**src/rtl/ntt_pkg.sv**
```systemverilog
// Shared NTT datapath types: coefficient and butterfly-pair encodings.
package ntt_pkg;

  localparam int DATA_WIDTH = 8;
  localparam int BFLY_W     = 2 * DATA_WIDTH;

  typedef logic [DATA_WIDTH-1:0] coeff_t;

  typedef struct packed {
    coeff_t x;
    coeff_t y;
  } bfly_t;

endpackage

```
**src/rtl/mod_addsub.sv**
```systemverilog
// Modular add/subtract pair X = (x + t) mod q, Y = (x - t) mod q for operands already < q.
module mod_addsub #(
  parameter int W = 8
) (
  input  logic [W-1:0] x_i,
  input  logic [W-1:0] t_i,
  input  logic [W-1:0] q_i,
  output logic [W-1:0] x_o,
  output logic [W-1:0] y_o
);

  logic [W:0] sum_s;
  logic [W:0] dif_s;

  // One extra bit holds the carry of x + t and the borrow of x - t.
  always_comb begin
    sum_s = {1'b0, x_i} + {1'b0, t_i};
    dif_s = {1'b0, x_i} - {1'b0, t_i};
    if (sum_s >= {1'b0, q_i}) begin
      x_o = W'(sum_s - {1'b0, q_i});
    end else begin
      x_o = sum_s[W-1:0];
    end
    if (x_i < t_i) begin
      y_o = W'(dif_s + {1'b0, q_i});
    end else begin
      y_o = dif_s[W-1:0];
    end
  end

endmodule

```
**src/rtl/ntt_butterfly_stage.sv**
```systemverilog
// Cooley-Tukey butterfly around a fixed-latency modular multiplier, with credit-based
// admission and an output FIFO so that a non-stallable multiplier still gives lossless flow.
module ntt_butterfly_stage
  import ntt_pkg::*;
#(
  parameter int DATA_WIDTH = ntt_pkg::DATA_WIDTH,
  parameter int MUL_LAT    = 1,
  parameter int OUT_DEPTH  = MUL_LAT + 2
) (
  input  logic                  clk,
  input  logic                  rst,
  input  logic [DATA_WIDTH-1:0] modulus,
  input  logic                  in_valid,
  output logic                  in_ready,
  input  logic [DATA_WIDTH-1:0] in_x,
  input  logic [DATA_WIDTH-1:0] in_y,
  input  logic [DATA_WIDTH-1:0] in_w,
  output logic [DATA_WIDTH-1:0] mul_a,
  output logic [DATA_WIDTH-1:0] mul_b,
  input  logic [DATA_WIDTH-1:0] mul_result,
  output logic                  out_valid,
  input  logic                  out_ready,
  output logic [DATA_WIDTH-1:0] out_x,
  output logic [DATA_WIDTH-1:0] out_y
);

  localparam int PTR_W = (OUT_DEPTH > 1) ? $clog2(OUT_DEPTH) : 1;
  localparam int CNT_W = $clog2(OUT_DEPTH + MUL_LAT + 1);
  localparam int EW    = 2 * DATA_WIDTH;

  function automatic logic [PTR_W-1:0] ptr_inc(input logic [PTR_W-1:0] p);
    if (p == PTR_W'(OUT_DEPTH - 1)) begin
      return '0;
    end else begin
      return p + PTR_W'(1);
    end
  endfunction

  logic [MUL_LAT-1:0]    vld_q;
  logic [DATA_WIDTH-1:0] x_q [MUL_LAT];
  logic                  started_q;
  logic [EW-1:0]         fifo_q [OUT_DEPTH];
  logic [PTR_W-1:0]      wr_ptr_q, wr_ptr_d;
  logic [PTR_W-1:0]      rd_ptr_q, rd_ptr_d;
  logic [CNT_W-1:0]      occ_q, occ_d;
  logic [CNT_W-1:0]      inflight;
  logic                  fire_in;
  logic                  push;
  logic                  pop;
  logic [DATA_WIDTH-1:0] bf_x;
  logic [DATA_WIDTH-1:0] bf_y;

  assign mul_a   = in_y;
  assign mul_b   = in_w;
  assign fire_in = in_valid & in_ready;
  assign push    = vld_q[MUL_LAT-1];
  assign pop     = out_valid & out_ready;

  assign out_valid = (occ_q != '0);
  assign out_x     = fifo_q[rd_ptr_q][EW-1:DATA_WIDTH];
  assign out_y     = fifo_q[rd_ptr_q][DATA_WIDTH-1:0];

  // Credits: every accepted beat is reserved a FIFO slot; a same-cycle pop is deliberately ignored.
  always_comb begin
    inflight = '0;
    for (int k = 0; k < MUL_LAT; k++) begin
      inflight = inflight + CNT_W'(vld_q[k]);
    end
    in_ready = started_q & ((occ_q + inflight) < CNT_W'(OUT_DEPTH));
  end

  mod_addsub #(
    .W (DATA_WIDTH)
  ) u_addsub (
    .x_i (x_q[MUL_LAT-1]),
    .t_i (mul_result),
    .q_i (modulus),
    .x_o (bf_x),
    .y_o (bf_y)
  );

  always_ff @(posedge clk or negedge rst) begin
    if (!rst) begin
      started_q <= 1'b0;
      vld_q     <= '0;
      for (int k = 0; k < MUL_LAT; k++) begin
        x_q[k] <= '0;
      end
    end else begin
      started_q <= 1'b1;
      vld_q[0]  <= fire_in;
      x_q[0]    <= in_x;
      for (int k = 1; k < MUL_LAT; k++) begin
        vld_q[k] <= vld_q[k-1];
        x_q[k]   <= x_q[k-1];
      end
    end
  end

  always_comb begin
    wr_ptr_d = wr_ptr_q;
    rd_ptr_d = rd_ptr_q;
    occ_d    = occ_q;
    if (push) begin
      wr_ptr_d = ptr_inc(wr_ptr_q);
    end else begin
      wr_ptr_d = wr_ptr_q;
    end
    if (pop) begin
      rd_ptr_d = ptr_inc(rd_ptr_q);
    end else begin
      rd_ptr_d = rd_ptr_q;
    end
    case ({push, pop})
      2'b10:   occ_d = occ_q + CNT_W'(1);
      2'b01:   occ_d = occ_q - CNT_W'(1);
      default: occ_d = occ_q;
    endcase
  end

  // Entries are cleared on reset so the head reads zero until the first push.
  always_ff @(posedge clk or negedge rst) begin
    if (!rst) begin
      wr_ptr_q <= '0;
      rd_ptr_q <= '0;
      occ_q    <= '0;
      for (int e = 0; e < OUT_DEPTH; e++) begin
        fifo_q[e] <= '0;
      end
    end else begin
      wr_ptr_q <= wr_ptr_d;
      rd_ptr_q <= rd_ptr_d;
      occ_q    <= occ_d;
      if (push) begin
        fifo_q[wr_ptr_q] <= {bf_x, bf_y};
      end
    end
  end

endmodule

```
**config.mk**
```make
export PLATFORM = sky130hd
export DESIGN_NAME = ntt_butterfly_stage
export DESIGN_NICKNAME = d
export VERILOG_FILES = /design/src/rtl/ntt_pkg.sv /design/src/rtl/mod_addsub.sv /design/src/rtl/ntt_butterfly_stage.sv
export SDC_FILE = /design/constraint.sdc
export NUM_CORES = 1
export LEC_CHECK = 0
export BUFFER_PORTS_ARGS = -buffer_cell sky130_fd_sc_hd__buf_2
export CORE_MARGIN = 5
export CORE_UTILIZATION = 45
export DETAILED_ROUTE_END_ITERATION = 8
export GPL_TIMING_DRIVEN = 1
export PLACE_DENSITY = 0.67
export RECOVER_POWER = 50
export SETUP_SLACK_MARGIN = 0.05
export SYNTH_ARGS = -nofsm -noshare
export SYNTH_HDL_FRONTEND = slang
export SYNTH_SLANG_ARGS = --single-unit
```
**constraint.sdc**
```tcl
create_clock -name clk -period 8.5 [get_ports clk]
set_clock_uncertainty 0.1 [all_clocks]
set_input_delay 2.55 -clock clk [delete_from_list [all_inputs] [get_ports clk]]
set_output_delay 2.55 -clock clk [all_outputs]
set_load 0.05 [all_outputs]
```
# Yosys cells after proc, flatten, opt, wreduce, memory -nomap -nowiden
# Index checks and enable logic that the tools add are counted.
[classes]
addsub = 9
n_lt_le_gt_ge = 6
n_eq_ne = 4
mux = 11
n_bitwise = 5
reduce_logical = 3
[op_table]
columns = ["op", "n"]
rows = [
  ["48-bit bitwise mux", 1],
  ["16-bit 2-to-1 mux", 3],
  ["16-bit binary-select mux with 2-bit select", 1],
  ["16-bit demux with 2-bit select", 1],
  ["8-bit 2-to-1 mux", 2],
  ["8-bit subtractor", 2],
  ["8-bit by 8-bit adder with 9-bit output", 1],
  ["9-bit by 8-bit >= comparator with 1-bit output", 1],
  ["8-bit adder", 1],
  ["8-bit < comparator", 1],
  ["2-bit equality test, second input constant", 3],
  ["3-bit >= comparator, second input constant", 2],
  ["2-bit NOT with 3-bit output", 2],
  ["3-bit case mux with 2 select lines", 1],
  ["2-bit by 1-bit adder with 2-bit output, second input constant", 2],
  ["2-bit 2-to-1 mux", 2],
  ["3-bit by 1-bit adder with 3-bit output", 1],
  ["3-bit by 1-bit adder with 3-bit output, second input constant", 1],
  ["1-bit AND", 3],
  ["3-bit by 1-bit < comparator with 1-bit output, second input constant", 1],
  ["3-bit by 2-bit < comparator with 1-bit output, second input constant", 1],
  ["3-bit nonzero test", 1],
  ["3-bit by 1-bit subtractor with 3-bit output, second input constant", 1],
  ["2-bit by 1-bit equality test with 1-bit output, second input constant", 1],
  ["other kinds (2)", 2],
]
[totals]
ff_bits = 65
input_bits = 44
out_inout_bits = 34
elab_cells = 47

# Logic depth before layout (Yosys ltp)
[logic_depth]
word_depth = 6
ltp_mapped = 15
mapped_depth_nobuf = 15

# By module
# A second synthesis with hierarchy kept.
[hier_totals]
hier_cells = 400
hier_area_um2 = 4470.5
[modules_own_cells]
columns = ["mod", "n_inst", "cells_each", "area_per_inst_um2", "seq_area_each_um2"]
rows = [
  ["ntt_butterfly_stage", 1, 218, 2922.8, 1626.6],
  ["mod_addsub", 1, 182, 1547.7, 0.0],
]

# Worst setup path before layout
# OpenSTA, ideal clock, no wires.
[synth_path]
path_type = "input to register"
startpoint = "input mul_result[6]"
endpoint = "register fifo_q[8] (netlist bit)"
setup_time_ns = 0.128
t_arrival_ns = 5.256
required_ns = 8.272
setup_slack_ns = 3.016
path_stages = 13
path_buffers = 0
cell_sequence = "inv_1 ha_1 nand2b_1 nor2b_4 mux2_4 a311o_1 ha_1 and3_1 nand4_1 o211a_1 nand4_4 mux2i_1 mux2_1"
[synth_via]
elab_chain_len = 4
[synth_rtl]
columns = ["item", "line_no", "text"]
rows = [
  ["from (decl)", "ntt_butterfly_stage.sv:20", "input logic [DATA_WIDTH-1:0] mul_result,"],
  ["8-bit by 8-bit adder with 9-bit output", "mod_addsub.sv:17", "sum_s = {1'b0, x_i} + {1'b0, t_i};"],
  ["9-bit by 8-bit >= comparator with 1-bit output", "mod_addsub.sv:19", "if (sum_s >= {1'b0, q_i}) begin"],
  ["8-bit 2-to-1 mux", "mod_addsub.sv:19", ""],
  ["48-bit bitwise mux", "ntt_butterfly_stage.sv:135", "fifo_q[wr_ptr_q] <= {bf_x, bf_y};"],
  ["to (signal, indexed assignment)", "ntt_butterfly_stage.sv:135", ""],
  ["to (decl)", "ntt_butterfly_stage.sv:42", "logic [EW-1:0] fifo_q [OUT_DEPTH];"],
]
# No other way between the ends.
# A chain may end at the register's enable or synchronous reset.

# Worst setup path in the final report
[layout_path]
startpoint = "input mul_result[4]"
endpoint = "register fifo_q[8] (netlist bit)"
# Same word-level chain as after synthesis.

==> results.toml <==
[placement]
routabilityCongestion = 0.825
dpl.hpwl_mm = 6.94
dpl_worst_slack_ns = 2.64
place_inst = 609
port_buffers = 45

[power]
leakage_nw = 2.34
power.density_nw_per_um2 = 348
p_total_mw = 1.65
irDropWorstVdd_v = 0.000161

[clocking]
cts.hold.buffers_added = 0
cts-resized-gates = 0
post_cts_buffers = 0
cts_tree = "built"
cts_max_path_buffers = 2
cts_made_buffers = 9
tritoncts_num_sinks = 65
clk_pin_slew_ns = 0.07
cts-root-buf = "clkbuf_8"
cts_htree_levels = 3
worstSkewPairLatency_ns = 0.34

[drt]
routedWlPerCell_um = 14.7
drt_drc_violations_left = 0
first_pass_iters = 4
number_of_vias_per_cell = 5.23
postRouteWirelength_mm = 9.17
detail-route-antenna-nets = 0
drt_first_iter_violations = 135
via_count = 3268

[critical_path]
worst_path_largest_cell_delay_ns = 0.48
worst-endpoint-arrival_ns = 5.63
timing.critical_path.slowest_stage_cell = "ha_1"
setup.worst_path.class = "in2reg"
crit_top_cell = "ha_1"
top_fanout_value_on_the_critical_path = 9
worst_r2r_path_depth = 15
rr_startpoint = "x_q[0]"
ff2ff_setup_slack_ns = 4.89
capturing_element_type_of_the_critical_path = "flip-flop"
required_ns = 8.61
crit_path_cell_trace = "buf_2 -> inv_1 -> ha_1 -> inv_2 -> a221oi_2 -> nand2_1 -> a311o_1 -> ha_1 -> and3_1 -> nand4_1 -> o211a_1 -> nand4_4 -> mux2i_1 -> mux2_1"
r2r-end = "fifo_q[7]"
worst_setup_path_start_kind = "primary input"

[finish]
most_frequent_cells_in_the_layout = "77 x nand2_1, 65 x dfrtp_1, 45 x buf_2"
area_growth_pct = 9.16
final_non_filler_cell_total = 625
drive_gt1_share_pct = 15.3
filler_cell_count = 894
mostFrequentLayoutCell = "nand2_1"
register_area_um2 = 1630
num_antenna_cells = 0
area_used_by_multi_input_combinational_logic_um2 = 2390
final_nets = 574

[grt]
grt_first_pass_wirelength_mm = 15.7
antenna_violations_before_repair = 0
grt_start_max_net_pins = 66
first_global_vias = 3271
gr-usage-all-layers_pct = 16.8
globalRouteOverflowTotal = 0

[sta]
worst_case_headroom_to_the_max_slew_limit_pct = -128
min_period_ns = 5.52
rsz_0062_raised_after_global_routing = "false"
layout_worst_path_cycle_share_pct = 64.9
final-max-slew-violation-count = 66
setup_viol_count_final = 0
worst_pin_slew_ns = 3.42
tns_ns = 0
achievable-frequency_ghz = 0.181
finalHoldViolCount = 0
fin_ws_ns = 2.98

[yosys]
synth_enable_flop_cells = 0
postSynthRegisterBits = 65
synth.cell_area_um2 = 4340
synth_sequential_area_ratio_pct = 37.5
synth_flop_cell = "dfrtp_1"
synth-warning-count = 0
mappedNetlistNets = 551
syn-instance-count = 468
postSynthAreaPerCell_um2 = 9.28
async_flop_share_pct = 100
netlist-cell-type-count = 55

[worst_hold_path]
worstHoldPathCells = 2
timing.hold.worst.class = "reg2reg"
hold_path_end = "fifo_q[2]"
worst_hold_start = "fifo_q[2]"

[floorplan]
die_area_um2 = 11700
floorplan.die.width_um = 108
die_height_um = 108
coreArea_um2 = 9330
initial_core_util_pct = 46.5
io-pin-count = 78
std_cell_rows = 35

[run_status]
run_status = "finished, violations left"
violated_checks = "max-capacitance violations, max-slew violations"

[job]
cap_viol_max_count = 1
==> kinds of logic after synthesis <==
logic type / after synthesis / share of synthesized area (%)
other: 1 / 0.0864
multiplexers: 31 / 7.35
buffers and inverters: 67 / 7.46
AND/OR/NAND/NOR: 120 / 12.7
flip-flops: 65 / 37.5
adder cells (fa/ha/maj): 39 / 12.1
XOR/XNOR: 25 / 5.04
AO/OA/AOI/OAI: 120 / 17.8
==> worst max-delay path, delay by kind of cell <==
kind / cells / cell delay [ns]
AND/OR/NAND/NOR: 4 / 0.62
AO/OA/AOI/OAI: 3 / 0.91
buffers and inverters: 3 / 0.22
adder cells (fa/ha/maj): 2 / 0.83
multiplexers: 2 / 0.49
==> worst max path at each step <==
stage / from / to / slack, ns / cells after the start
after global routing: rst / fifo_q[11] / 2.16 / 2
after CTS: mul_result[4] / fifo_q[8] / 2.98 / 14
after detailed placement: mul_result[4] / fifo_q[8] / 2.64 / 14
after floorplan: mul_result[6] / fifo_q[8] / 3.02 / 13
after global placement: mul_result[6] / fifo_q[8] / 2.74 / 14
final: mul_result[4] / fifo_q[8] / 2.98 / 14
==> per-layer routing <==
metal	vias up	track usage, %	wire length [um]
met3	21	3.88	478
met4	0	5.59	186
met1	1532	23.5	4290
met5	-	0	0
li1	1632	-	-
met2	83	25.9	4220
==> registers in the layout, summed over array words and instances, names as in the netlist <==
signal,cells
wr_ptr_q,2
x_q,8
fifo_q,48
occ_q,3
rd_ptr_q,2
started_q,1
push,1
==> through the flow <==
| stage | hold slack (ns) | instance area, um2 | util (%) |
|---|---|---|---|
| floorplan | 0.349 | 4340 | - |
| global placement | 0.362 | 4550 | 48.7 |
| detailed placement | 0.370 | 4550 | 48.7 |
| CTS | 0.387 | 4740 | 50.9 |
| global route | 0.398 | 4740 | 50.8 |
| finish | 0.382 | 4740 | 50.8 |
==> Yosys cell counts (5+ instances only) <==
library cell	n	area (um2)
a21oi_1	13	65.1
a21o_1	6	45.0
buf_4	18	135
o21ai_1	44	220
ha_1	34	425
fa_1	5	100
o21ai_0	28	140
clkbuf_1	14	52.6
xor2_1	6	52.6
dfrtp_1	65	1630
nor2_1	14	52.6
inv_1	28	105
xnor2_1	19	166
mux2i_1	27	270
nand2_1	77	289
==> layout make-up <==
class	instances	share of cell area [%]
clock buffer	11	2.98
multi-input combinational	336	50.4
tap	129	3.41
clock inverter	5	1.16
inverter	30	2.38
timing repair buffer	49	5.31
sequential	65	34.3
==> power by group <==
group	internal, mW	switching, mW	leakage (nW)
Combinational	0.278	0.580	1.48
Clock	0.143	0.124	0.0953
Sequential	0.443	0.0838	0.762
Power figures use the tool's default switching activity.
